File: src/rtl/piso_serializer_pkg.sv
// -----------------------------------------------------------------------------
// piso_pkg
// Shared definitions for the single-clock PISO serializer:
//   state_e : serializer FSM states (S_IDLE, S_SHIFT)
//   clog2   : ceiling log2, used to size the bit counter and FIFO pointers
// -----------------------------------------------------------------------------
package piso_pkg;

    typedef enum logic [0:0] {
        S_IDLE  = 1'b0,
        S_SHIFT = 1'b1
    } state_e;

    // Smallest r with 2**r >= value (returns 0 for value <= 1).
    function automatic int clog2(input int value);
        int result;
        result = 0;
        for (int i = 0; i < 31; i++) begin
            if ((32'sd1 << i) < value) begin
                result = i + 1;
            end else begin
                result = result;
            end
        end
        return result;
    endfunction

endpackage

File: src/rtl/piso_serializer_if.sv
// -----------------------------------------------------------------------------
// piso_serializer_if
// Bundles the parallel-side and serial-side handshakes of the serializer.
//   data_i  [WIDTH]  parallel word          (producer -> block)
//   valid_i          data_i valid           (producer -> block)
//   ready_o          block can take a word  (block -> producer)
//   data_o           current serial bit     (block -> consumer)
//   valid_o          data_o valid           (block -> consumer)
//   last_o           final bit of its word  (block -> consumer)
//   ready_i          consumer takes data_o  (consumer -> block)
//   level_o [LVL_W]  words waiting in FIFO  (block -> observer)
// Modports: slave = the serializer, master = the surrounding environment.
// -----------------------------------------------------------------------------
interface piso_serializer_if #(
    parameter int WIDTH = 8,
    parameter int DEPTH = 4
);
    import piso_pkg::*;

    localparam int LVL_W = clog2(DEPTH) + 1;

    logic [WIDTH-1:0] data_i;
    logic             valid_i;
    logic             ready_o;
    logic             data_o;
    logic             valid_o;
    logic             last_o;
    logic             ready_i;
    logic [LVL_W-1:0] level_o;

    modport slave (
        input  data_i, valid_i, ready_i,
        output ready_o, data_o, valid_o, last_o, level_o
    );

    modport master (
        output data_i, valid_i, ready_i,
        input  ready_o, data_o, valid_o, last_o, level_o
    );

endinterface

File: src/rtl/piso_serializer_sync_fifo.sv
// -----------------------------------------------------------------------------
// sync_fifo
// Single-clock first-word-fall-through FIFO. Pointers carry one extra MSB so
// full and empty are told apart without a separate counter.
//   clk_i, rst_n_i : clock, asynchronous active-low reset
//   wr_data_i/wr_en_i : write port (ignored while full)
//   rd_en_i           : pop the head (ignored while empty)
//   rd_data_o         : head word, valid whenever empty_o is low
//   full_o, empty_o, level_o : occupancy status
// -----------------------------------------------------------------------------
module sync_fifo
    import piso_pkg::*;
#(
    parameter int WIDTH = 8,
    parameter int DEPTH = 4
) (
    input  logic                     clk_i,
    input  logic                     rst_n_i,
    input  logic [WIDTH-1:0]         wr_data_i,
    input  logic                     wr_en_i,
    input  logic                     rd_en_i,
    output logic [WIDTH-1:0]         rd_data_o,
    output logic                     full_o,
    output logic                     empty_o,
    output logic [clog2(DEPTH):0]    level_o
);

    localparam int AW = clog2(DEPTH);

    logic [WIDTH-1:0] r_mem [DEPTH];
    logic [AW:0]      r_wptr;
    logic [AW:0]      r_rptr;
    logic             w_wr;
    logic             w_rd;

    assign full_o    = (r_wptr[AW] != r_rptr[AW]) && (r_wptr[AW-1:0] == r_rptr[AW-1:0]);
    assign empty_o   = (r_wptr == r_rptr);
    assign level_o   = r_wptr - r_rptr;
    assign rd_data_o = r_mem[r_rptr[AW-1:0]];
    assign w_wr      = wr_en_i && !full_o;
    assign w_rd      = rd_en_i && !empty_o;

    // Storage array; contents need no reset because the pointers gate visibility.
    always_ff @(posedge clk_i) begin
        if (w_wr) begin
            r_mem[r_wptr[AW-1:0]] <= wr_data_i;
        end
    end

    // Read/write pointer advance.
    always_ff @(posedge clk_i or negedge rst_n_i) begin
        if (!rst_n_i) begin
            r_wptr <= {(AW+1){1'b0}};
            r_rptr <= {(AW+1){1'b0}};
        end else begin
            if (w_wr) begin
                r_wptr <= r_wptr + {{AW{1'b0}}, 1'b1};
            end
            if (w_rd) begin
                r_rptr <= r_rptr + {{AW{1'b0}}, 1'b1};
            end
        end
    end

endmodule

File: src/rtl/piso_serializer.sv
// -----------------------------------------------------------------------------
// piso_serializer
// Single-clock parallel-in/serial-out block. Words enter a DEPTH-entry FWFT
// FIFO and are shifted out one bit per accepted serial beat, LSB first
// (MSB_FIRST=0) or MSB first (MSB_FIRST=1), with last_o on the final bit.
// The next word is loaded on the same edge the last bit is taken, so
// back-to-back words stream without a bubble.
//   clk_i   : clock, rising edge
//   rst_n_i : asynchronous active-low reset; discards shifter and FIFO
//   bus     : piso_serializer_if slave modport (parallel + serial handshakes)
// -----------------------------------------------------------------------------
module piso_serializer
    import piso_pkg::*;
#(
    parameter int WIDTH     = 8,
    parameter int DEPTH     = 4,
    parameter int MSB_FIRST = 0
) (
    input  logic                clk_i,
    input  logic                rst_n_i,
    piso_serializer_if.slave    bus
);

    localparam int CNT_W   = clog2(WIDTH);
    localparam int LVL_W   = clog2(DEPTH) + 1;
    localparam int OUT_BIT = (MSB_FIRST != 0) ? WIDTH - 1 : 0;

    state_e           r_state;
    state_e           w_state_nxt;
    logic [WIDTH-1:0] r_shreg;
    logic [WIDTH-1:0] w_shreg_nxt;
    logic [CNT_W-1:0] r_count;
    logic [CNT_W-1:0] w_count_nxt;
    logic             w_pop;
    logic             w_ready;
    logic             w_push;
    logic             w_last;
    logic             w_fifo_full;
    logic             w_fifo_empty;
    logic [WIDTH-1:0] w_fifo_head;
    logic [LVL_W-1:0] w_level;

    // Gating with rst_n_i keeps ready_o low for the whole reset window.
    assign w_ready = rst_n_i && !w_fifo_full;
    assign w_push  = bus.valid_i && w_ready;
    assign w_last  = (r_state == S_SHIFT) && (r_count == CNT_W'(WIDTH - 1));

    assign bus.ready_o = w_ready;
    assign bus.valid_o = (r_state == S_SHIFT);
    assign bus.data_o  = (r_state == S_SHIFT) && r_shreg[OUT_BIT];
    assign bus.last_o  = w_last;
    assign bus.level_o = w_level;

    sync_fifo #(
        .WIDTH (WIDTH),
        .DEPTH (DEPTH)
    ) u_fifo (
        .clk_i     (clk_i),
        .rst_n_i   (rst_n_i),
        .wr_data_i (bus.data_i),
        .wr_en_i   (w_push),
        .rd_en_i   (w_pop),
        .rd_data_o (w_fifo_head),
        .full_o    (w_fifo_full),
        .empty_o   (w_fifo_empty),
        .level_o   (w_level)
    );

    // Next-state, shifter and counter update; pops the FIFO when loading.
    always_comb begin
        w_state_nxt = r_state;
        w_shreg_nxt = r_shreg;
        w_count_nxt = r_count;
        w_pop       = 1'b0;
        case (r_state)
            S_IDLE: begin
                if (!w_fifo_empty) begin
                    w_pop       = 1'b1;
                    w_shreg_nxt = w_fifo_head;
                    w_count_nxt = {CNT_W{1'b0}};
                    w_state_nxt = S_SHIFT;
                end else begin
                    w_state_nxt = S_IDLE;
                end
            end
            S_SHIFT: begin
                if (bus.ready_i) begin
                    if (w_last) begin
                        if (!w_fifo_empty) begin
                            // Reload on the last beat so words stay contiguous.
                            w_pop       = 1'b1;
                            w_shreg_nxt = w_fifo_head;
                            w_count_nxt = {CNT_W{1'b0}};
                        end else begin
                            w_state_nxt = S_IDLE;
                        end
                    end else begin
                        if (MSB_FIRST != 0) begin
                            w_shreg_nxt = {r_shreg[WIDTH-2:0], 1'b0};
                        end else begin
                            w_shreg_nxt = {1'b0, r_shreg[WIDTH-1:1]};
                        end
                        w_count_nxt = r_count + CNT_W'(1'b1);
                    end
                end else begin
                    w_state_nxt = S_SHIFT;
                end
            end
            default: begin
                w_state_nxt = S_IDLE;
            end
        endcase
    end

    // FSM state, shift register and bit counter registers.
    always_ff @(posedge clk_i or negedge rst_n_i) begin
        if (!rst_n_i) begin
            r_state <= S_IDLE;
            r_shreg <= {WIDTH{1'b0}};
            r_count <= {CNT_W{1'b0}};
        end else begin
            r_state <= w_state_nxt;
            r_shreg <= w_shreg_nxt;
            r_count <= w_count_nxt;
        end
    end

endmodule

File: src/flat_wrapper.sv
// flat-port wrapper written by rule: the top's interface ports become plain ports
module piso_serializer_flat import piso_pkg::*;
#(
    parameter int WIDTH     = 8,
    parameter int DEPTH     = 4,
    parameter int MSB_FIRST = 0
)
  (clk_i, rst_n_i, bus_data_i, bus_valid_i, bus_ready_i, bus_ready_o, bus_data_o, bus_valid_o, bus_last_o, bus_level_o);
  piso_serializer_if #(.WIDTH(WIDTH), .DEPTH(DEPTH)) bus_i ();
  input  logic clk_i;
  input  logic rst_n_i;
  input wire logic [$bits(bus_i.data_i)-1:0] bus_data_i;
  input wire logic [$bits(bus_i.valid_i)-1:0] bus_valid_i;
  input wire logic [$bits(bus_i.ready_i)-1:0] bus_ready_i;
  output wire logic [$bits(bus_i.ready_o)-1:0] bus_ready_o;
  output wire logic [$bits(bus_i.data_o)-1:0] bus_data_o;
  output wire logic [$bits(bus_i.valid_o)-1:0] bus_valid_o;
  output wire logic [$bits(bus_i.last_o)-1:0] bus_last_o;
  output wire logic [$bits(bus_i.level_o)-1:0] bus_level_o;
  assign bus_i.data_i = bus_data_i;
  assign bus_i.valid_i = bus_valid_i;
  assign bus_i.ready_i = bus_ready_i;
  assign bus_ready_o = bus_i.ready_o;
  assign bus_data_o = bus_i.data_o;
  assign bus_valid_o = bus_i.valid_o;
  assign bus_last_o = bus_i.last_o;
  assign bus_level_o = bus_i.level_o;
  piso_serializer #(.WIDTH(WIDTH), .DEPTH(DEPTH), .MSB_FIRST(MSB_FIRST)) u_core (.clk_i(clk_i), .rst_n_i(rst_n_i), .bus(bus_i));
endmodule
File: config.mk
export PLATFORM = sky130hd
export DESIGN_NAME = piso_serializer_flat
export DESIGN_NICKNAME = d
export VERILOG_FILES = /design/src/rtl/piso_serializer_pkg.sv /design/src/rtl/piso_serializer_if.sv /design/src/rtl/piso_serializer_sync_fifo.sv /design/src/rtl/piso_serializer.sv /design/src/flat_wrapper.sv
export SDC_FILE = /design/constraint.sdc
export NUM_CORES = 1
export LEC_CHECK = 0
export CELL_PAD_IN_SITES_DETAIL_PLACEMENT = 0
export CELL_PAD_IN_SITES_GLOBAL_PLACEMENT = 1
export CORE_UTILIZATION = 32
export CTS_CLUSTER_SIZE = 24
export DETAILED_ROUTE_END_ITERATION = 10
export PLACE_DENSITY_LB_ADDON = 0.1
export SLEW_MARGIN = 20
export SYNTH_ARGS = -nofsm -noshare
export SYNTH_HDL_FRONTEND = slang
export SYNTH_SLANG_ARGS = --single-unit
File: constraint.sdc
create_clock -name clk_i -period 3.7 [get_ports clk_i]
set_input_delay 0.555 -clock clk_i [delete_from_list [all_inputs] [get_ports clk_i]]
set_output_delay 0.555 -clock clk_i [all_outputs]
set_load 0.005 [all_outputs]
Word-level counts from Yosys, hierarchy flattened. Memories as Yosys holds them, arrays and structs flattened. Index checks and enable logic that the tools add are counted.

Register bits: 18. Bits in writable memories: 32. Memories: 1. Bits in latches: 0. Memory bits (read-only): 0. Word-level logic and storage cells: 42.

Shifts and indexed selects: 0. Mux-type cells: 17. Div/mod/pow operators: 0. $mul: 0. Add/subtract/negate cells: 4. $lt $le $gt $ge: 0. Eq/ne operators: 5. Bitwise logic cells: 1. Reduce and logical (&&, ||, !) cells: 9.

Memories: u_core.u_fifo.r_mem (depth 4, bits a word 8, read ports 1, clocked after memory_dff 0, wr ports 1, line piso_serializer_sync_fifo.sv:30) `logic [WIDTH-1:0] r_mem [DEPTH];`.

Operator list (number): $mux 8 (3); $pmux 8 s2 (1); $add 3x1->3 const B (3); $mux 3 (3); $logic_and 1x1->1 (7); $mux 1 (7); $pmux 3 s2 (1); $pmux 1 s2 (2); $eq 3x3->1 (1); $eq 3x3->1 const B (1); $sub 3x3->3 (1); $eq 2x2->1 (1); $logic_not 1->1 (2); $ne 2x2->1 const B (1); $ne 1x1->1 (1); $not 1->1 (1).

Logic depth before layout (Yosys ltp). Gate-level depths: netlist of run 1.

Depth in word-level cells: 8. Depth in mapped cells: 6. Mapped depth without buffers: 5.

By module. From an unflattened synthesis of run 1, not the netlist that was laid out.

Cell total of the unflattened synthesis: 158. Area total of the unflattened synthesis: 2280.9 um^2.

By module, submodules not included: sync_fifo (times used 1, area each 1611.5 um^2, sequential area each 1111.1 um^2, cells an instance 87); piso_serializer (times used 1, area each 669.4 um^2, sequential area each 300.3 um^2, cells an instance 71).

Worst setup path after synthesis of run 1. Ideal clock, no wire load.

Path kind: reg-to-reg. Start point: register u_core.u_fifo.r_rptr[1]. End point: memory u_core.u_fifo.r_mem[3][0] (enable). Required time: 3319 ps. Clock period less this slack: 2077 ps. Path slack: 1623 ps. Arrival time: 1696 ps. Cell stages (with the launch flop): 5. Cells stage by stage: dfrtp_1 > clkbuf_1 > inv_1 > ha_1 > a31oi_1.

Word-level cells in the longest chain between the ends: 8.

Ends and longest elaborated chain: start: declaration (line piso_serializer_sync_fifo.sv:32) `logic [AW:0] r_rptr;`; start signal: assignment (line piso_serializer_sync_fifo.sv:54) `r_rptr <= {(AW+1){1'b0}};`; start signal: assignment (line piso_serializer_sync_fifo.sv:60) `r_rptr <= r_rptr + {{AW{1'b0}}, 1'b1};`; $eq 2x2->1 (*) (line piso_serializer_sync_fifo.sv:36) `assign full_o = (r_wptr[AW] != r_rptr[AW]) && (r_wptr[AW-1:0] == r_rptr[AW-1:0]);`; $logic_and 1x1->1 (*) (line piso_serializer_sync_fifo.sv:36); $logic_not 1->1 (*) (line piso_serializer_sync_fifo.sv:40, piso_serializer.sv:44); $logic_and 1x1->1 (line piso_serializer.sv:44) `assign w_ready = rst_n_i && !w_fifo_full;`; $logic_and 1x1->1 (line piso_serializer.sv:45) `assign w_push = bus.valid_i && w_ready;`; $logic_and 1x1->1 (*) (line piso_serializer_sync_fifo.sv:40) `assign w_wr = wr_en_i && !full_o;`; $mux 1 (*) (line piso_serializer_sync_fifo.sv:45) `if (w_wr) begin`; $mux 1 (not written as such) (*) (line piso_serializer_sync_fifo.sv:46) `r_mem[r_wptr[AW-1:0]] <= wr_data_i;`; end: declaration (line piso_serializer_sync_fifo.sv:30).

Mark *: on every way between the ends. The rest lies on a longest branch, timed or not.

Worst setup path after layout of run 1.
Start point: register u_core.u_fifo.r_rptr[1]. End point: output bus_ready_o.

Word-level cells in the longest chain between the ends: 4.

Ends and longest elaborated chain: $eq 2x2->1 (line piso_serializer_sync_fifo.sv:36); $logic_and 1x1->1 (line piso_serializer_sync_fifo.sv:36); $logic_not 1->1 (line piso_serializer.sv:44); $logic_and 1x1->1 (line piso_serializer.sv:44); end: declaration (line flat_wrapper.sv:15) `output wire logic [$bits(bus_i.ready_o)-1:0] bus_ready_o;`.

No other way between the ends.

==> results of run 1 <==
## layout by cell type, fill, tap and decap left out, drive strengths merged, types with 3 or more instances in the layout
cell / n
o21ai: 6
clkbuf: 5
o221a: 3
nor2: 4
xnor2: 3
xor2: 3
nand2: 3
a31oi: 3
dfrtp: 18
ha: 9
clkdlybuf4s50: 18
and2: 5
a221o: 4
buf: 3
nand3b: 4
nor3b: 3
inv: 12
mux4: 8
nand2b: 5
edfxtp: 32
a21oi: 4
## sequential cells by signal, summed over array words and instances, names as in the netlist
name	cells
u_core.u_fifo.r_wptr	3
u_core.u_fifo.r_rptr	3
u_core.u_fifo.r_mem	32
u_core.r_count	3
u_core.bus.valid_o	1
u_core.r_shreg	8
## cell families (layout without fill, tap and decap cells)
logic type,count (synthesis),count (layout),share of synthesized area (%)
and+or+nand+nor,30,30,8.50
AOI/OAI and AO/OA,29,29,10.5
xor gates and xnor gates,6,6,2.57
buffers and inverters,16,38,3.26
adders and majority gates,10,10,5.67
DFF,50,50,60.3
muxes,11,11,9.25
## power by group
group	total (mW)	switching, mW	internal [mW]
sequential	0.830	0.104	0.726
clock	0.331	0.190	0.141
combinational	0.778	0.386	0.392
total	1.94	0.680	1.26
## worst max-delay path: stages, from the launching register on
cell,delay [ns]
dfrtp_1,0.71
inv_1,0.10
ha_1,0.39
a31oi_1,0.16
clkdlybuf4s50_1,0.52
## routing by layer
metal  track usage (%)  vias to the layer above
met1              17.2                      639
met2              21.0                       30
li1                  -                      616
met3              3.20                        4
met5                 0                        -
met4              4.62                        0
## final cells by class
class	instances	area (sq um)	area share, %
well taps	96	120	4.42
flip-flops and latches	50	1410	52.0
inverters	9	33.8	1.24
multi-input cells	86	853	31.4
repair buffers	21	203	7.46
clock buffers	5	68.8	2.53
clock inverters	3	26.3	0.967
## through the flow
stage / instance area, sq um / hold slack [ns]
2_1_floorplan: 2340 / 0.259
3_3_place_gp: 2620 / 0.482
3_5_place_dp: 2620 / 0.491
4_1_cts: 2720 / 0.515
5_1_grt: 2720 / 0.539
6_report: 2720 / 0.511
## worst max-delay path by stage
stage                                  startpoint  slack, ns                   endpoint  depth (start not counted)
after global placement                    rst_n_i       1.05                bus_ready_o                          4
after floorplan           u_core.u_fifo.r_rptr[1]       1.62  u_core.u_fifo.r_mem[3][0]                          4
after CTS                 u_core.u_fifo.r_rptr[1]       0.91                bus_ready_o                          4
final                     u_core.u_fifo.r_rptr[1]       0.97                bus_ready_o                          4
after detailed placement                  rst_n_i       1.03                bus_ready_o                          4
after global routing      u_core.u_fifo.r_rptr[1]       0.83                bus_ready_o                          4
==> impl_metrics.tcl, run 1 <==
set metrics [dict create \
    grt_pass1_wl_um 7210 \
    arrival_ns 2.18 \
    crit_path_end_kind "primary output" \
    overflow 0 \
    synth-seq-area-share_pct 60.3 \
    synth_cell_type_count 43 \
    cts_tree "done" \
    dp_cells 262 \
    hold_path_depth 1 \
    status "finished, final reports clean" \
    chipWidth_um 87.5 \
    core-area_sq_um 6940 \
    synth_common_cells "edfxtp_1, dfrtp_1, ha_1, inv_1, mux4_2" \
    slew_viol_final 0 \
    max_freq_ghz 0.366 \
    hold_viol 0 \
    wl_met3_um 211 \
    highest_layer "met4" \
    die_h_um 87.5 \
    antenna_found_initial 0 \
    synth_edf_count 32 \
    clk-insertion-delay-late_ns 0.30 \
    cts_buffers 5 \
    path_class "reg -> out" \
    r2r_start "u_core.u_fifo.r_rptr[1]" \
    setup_viol 0 \
    power_mw 1.94 \
    globalplace.congestion 0.691 \
    reg2reg_slack_ns 1.55 \
    grt_max_degree 20 \
    synthArstFlopShare_pct 36.0 \
    totalWireLength_um 4380 \
    clock_path_buffers 2 \
    powerDensity_nw_per_um2 714 \
    clock-root-buffer "clkbuf_8" \
    synth_top_area_share_pct 41.0 \
    boundaryPins 19 \
    hold_buffers 0 \
    p_leak_nw 1.01 \
    fin_util_pct 39.1 \
    cts-resized-gates 0 \
    ant_nets 0 \
    tightest_slew_ns 0.698 \
    fin_cells 270 \
    tns_ns 0 \
    cts_setup_buffers 0 \
    timing.final.crit_share_pct 73.9 \
    ys_warn_count 0 \
    cts_sinks 50 \
    drc 0 \
    synthToLayoutAreaGrowth_pct 16.0 \
    period_needed_ns 2.73 \
    drv_cap 0 \
    rsz0062_at_grt "false" \
    synth.ff_latch_count 50 \
    viasPerCell 4.77 \
    vias 1289 \
    drt-pass1-iter-count 4 \
    drive_above_1_share_pct 19.0 \
    yosysTopAreaCell "edfxtp_1" \
    r2r_end "u_core.r_shreg[6]" \
    wl_per_cell_um 16.2 \
    diodes 0 \
    grt_usage_pct 13.0 \
    hold_end "u_core.r_count[1]" \
    grt_pass1_vias 1329 \
    setup_slack_ns 0.967 \
    synth_nets 174 \
    ir_drop_uv 228 \
    r2r.worst_path.cells 5 \
    final_nets 195 \
    start_util_pct 33.7 \
    slew-limit-headroom_pct 53.4 \
    syn_area_sq_um 2340 \
    placementRows 30 \
    met2_length_um 2180 \
    post-dp-hpwl_um 3080 \
    fillCellCount 634 \
    yosysMostFrequentCell "edfxtp_1" \
    drt_iter0_markers 79 \
    port-buffer-count 18 \
    postSynthAreaPerCell_sq_um 15.4 \
    synth_top_cells_by_area "edfxtp_1, dfrtp_1, mux4_2" \
    hp-class "reg -> reg" \
    syn_inst 152 \
    wl_met1_um 1930 \
    dieArea_sq_um 7660 \
    worstPathMaxFanout 12 \
    ys.flop_type "edfxtp_1" \
    cts.htree.levels 2 \
    cp.required_ns 3.14 \
    hold_path_startpoint "u_core.r_count[1]" \
    place_ws_ns 1.03 \
    path_clk_slew_ns 0.10 \
    worstSetupStartpointType "flip-flop" \
    finalClockSkew_ns 0.0113 \
]
Note: power is estimated with default switching activity, not from simulation.
==> run 2: changes to the inputs <==
==> constraint.sdc (replaced) <==
create_clock -name clk_i -period 2.7 [get_ports clk_i]
set_input_delay 0.405 -clock clk_i [delete_from_list [all_inputs] [get_ports clk_i]]
set_output_delay 0.405 -clock clk_i [all_outputs]
set_load 0.005 [all_outputs]
==> run 2 against run 1 <==
  * Global-route usage is 0.14 points lower
  * Non-clock buffer count is 3 higher
  * First-iteration DRC count is 44% lower
  * Sequential share of layout area fell by 0.73 points
  * Sequential power rose by 35%
  * Critical endpoint is now bus_level_o[2]
  * Largest power group unchanged
==> impl_metrics.tcl, run 2 (synthesis results as in run 1) <==
set metrics [dict create \
    start_util_pct 33.7 \
    wl_met3_um 103 \
    boundaryPins 19 \
    antenna_found_initial 0 \
    ir_drop_uv 299 \
    diodes 0 \
    path_clk_slew_ns 0.09 \
    drt_iter0_markers 44 \
    highest_layer "met4" \
    cts_tree "done" \
    powerDensity_nw_per_um2 990 \
    ant_nets 0 \
    worstPathMaxFanout 4 \
    clock_path_buffers 2 \
    met2_length_um 2250 \
    final_cell_mix "edfxtp_1, clkdlybuf4s50_1, dfrtp_1, inv_1, ha_1" \
    r2r_start "u_core.u_fifo.r_wptr[0]" \
    slew_viol_final 0 \
    setup_viol 0 \
    chipWidth_um 87.5 \
    hold_viol 0 \
    wl_per_cell_um 16.1 \
    finalInstanceArea_sq_um 2760 \
    core-area_sq_um 6940 \
    cts_buffers 5 \
    grt_usage_pct 12.9 \
    clock-root-buffer "clkbuf_8" \
    clk-insertion-delay-late_ns 0.30 \
    arrival_ns 2.09 \
    largest_reg_flops 32 \
    crit_path_end_kind "primary output" \
    setup_slack_ns 0.201 \
    post_dp_cell_area_sq_um 2640 \
    fin_util_pct 39.7 \
    wl_met1_um 2010 \
    period_needed_ns 2.50 \
    mostFrequentLayoutCell "edfxtp_1" \
    viasPerCell 4.77 \
    tightest_slew_ns 0.667 \
    p_leak_nw 1.03 \
    drt-pass1-iter-count 4 \
    crit_start "u_core.u_fifo.r_wptr[0]" \
    cts_setup_buffers 0 \
    placementRows 30 \
    die_h_um 87.5 \
    totalWireLength_um 4390 \
    worstSetupStartpointType "flip-flop" \
    hold_buffers 0 \
    post-dp-hpwl_um 3100 \
    grt_pass1_wl_um 7140 \
    rsz0062_at_grt "false" \
    cts.htree.levels 2 \
    max_freq_ghz 0.400 \
    finalClockSkew_ns 0.00460 \
    cp.required_ns 2.30 \
    holdWs_ns 0.465 \
    timing.final.crit_share_pct 92.6 \
    hp-class "in -> async" \
    tns_ns 0 \
    slew-limit-headroom_pct 55.5 \
    dieArea_sq_um 7660 \
    grt_max_degree 17 \
    path_class "reg -> out" \
    port-buffer-count 18 \
    drv_cap 0 \
    place_ws_ns 0.527 \
    cts_sinks 50 \
    drc 0 \
    synthToLayoutAreaGrowth_pct 17.7 \
    overflow 0 \
    vias 1301 \
    cts-resized-gates 0 \
    final_nets 198 \
    status "finished, final reports clean" \
    drive_above_1_share_pct 19.8 \
    grt_pass1_vias 1379 \
    globalplace.congestion 0.726 \
]
[run 2: changes by cell type in the layout (fill, tap and decap cells not counted)]
| cell | delta |
|---|---|
| clkinv_1 | +1 |
| inv_6 | -2 |
| buf_4 | +3 |
| bufinv_16 | +1 |
[run 2: final timing paths]
path | cells after the start | slack (ns) | end
worst max register to register | 5 | 0.81 | u_core.r_shreg[6]
min in group clk_i | 1 | 0.50 | u_core.r_count[1]
worst min register to register | 1 | 0.50 | u_core.r_count[1]
worst min-delay path | 2 | 0.47 | u_core.u_fifo.r_wptr[1]
worst max-delay path | 5 | 0.20 | bus_level_o[2]
max in group asynchronous | 2 | 2.07 | u_core.r_count[1]
[run 2: power breakdown]
group | internal, mW | switching (mW) | leakage, nW
registers | 0.996 | 0.124 | 0.506
logic | 0.546 | 0.535 | 0.467
clock network | 0.277 | 0.250 | 0.0562
total | 1.82 | 0.908 | 1.03
[run 2: layer usage]
| layer | vias up | GRT usage, % |
|---|---|---|
| li1 | 622 | - |
| met3 | 2 | 2.73 |
| met1 | 662 | 16.4 |
| met4 | 0 | 4.02 |
| met2 | 15 | 22.0 |
| met5 | - | 0 |
[run 2: critical path: stages, from the launching register on]
cell             delay [ns]
dfrtp_1                0.40
inv_1                  0.12
ha_1                   0.23
fa_1                   0.38
xor2_1                 0.16
clkdlybuf4s50_1        0.51
[run 2: through the flow]
step / cells / total power [mW]
global placement: 265 / 2.20
CTS: 273 / 2.78
detailed placement: 265 / 2.24
global route: 273 / 2.92
floorplan: 152 / 1.89
finish: 273 / 2.73
[run 2: layout make-up]
type                       instances  area, sq um
clock inverter                     3         42.5
fill                             646         4190
clock buffer                       5         68.8
inverter                           9         33.8
multi-input combinational         86          853
tap                               96          120
sequential                        50         1410
timing repair buffer              24          225
==> run 3: changes to the inputs <==
--- a/config.mk
+++ b/config.mk
@@ -10,7 +10,9 @@
 export CORE_UTILIZATION = 32
 export CTS_CLUSTER_SIZE = 24
 export DETAILED_ROUTE_END_ITERATION = 10
+export HOLD_SLACK_MARGIN = 0.06
 export PLACE_DENSITY_LB_ADDON = 0.1
+export SKIP_CTS_REPAIR_TIMING = 1
 export SLEW_MARGIN = 20
 export SYNTH_ARGS = -nofsm -noshare
 export SYNTH_HDL_FRONTEND = slang
==> results of run 3 <==
No change in the layout: final DEF, timing and power equal those of run 2.
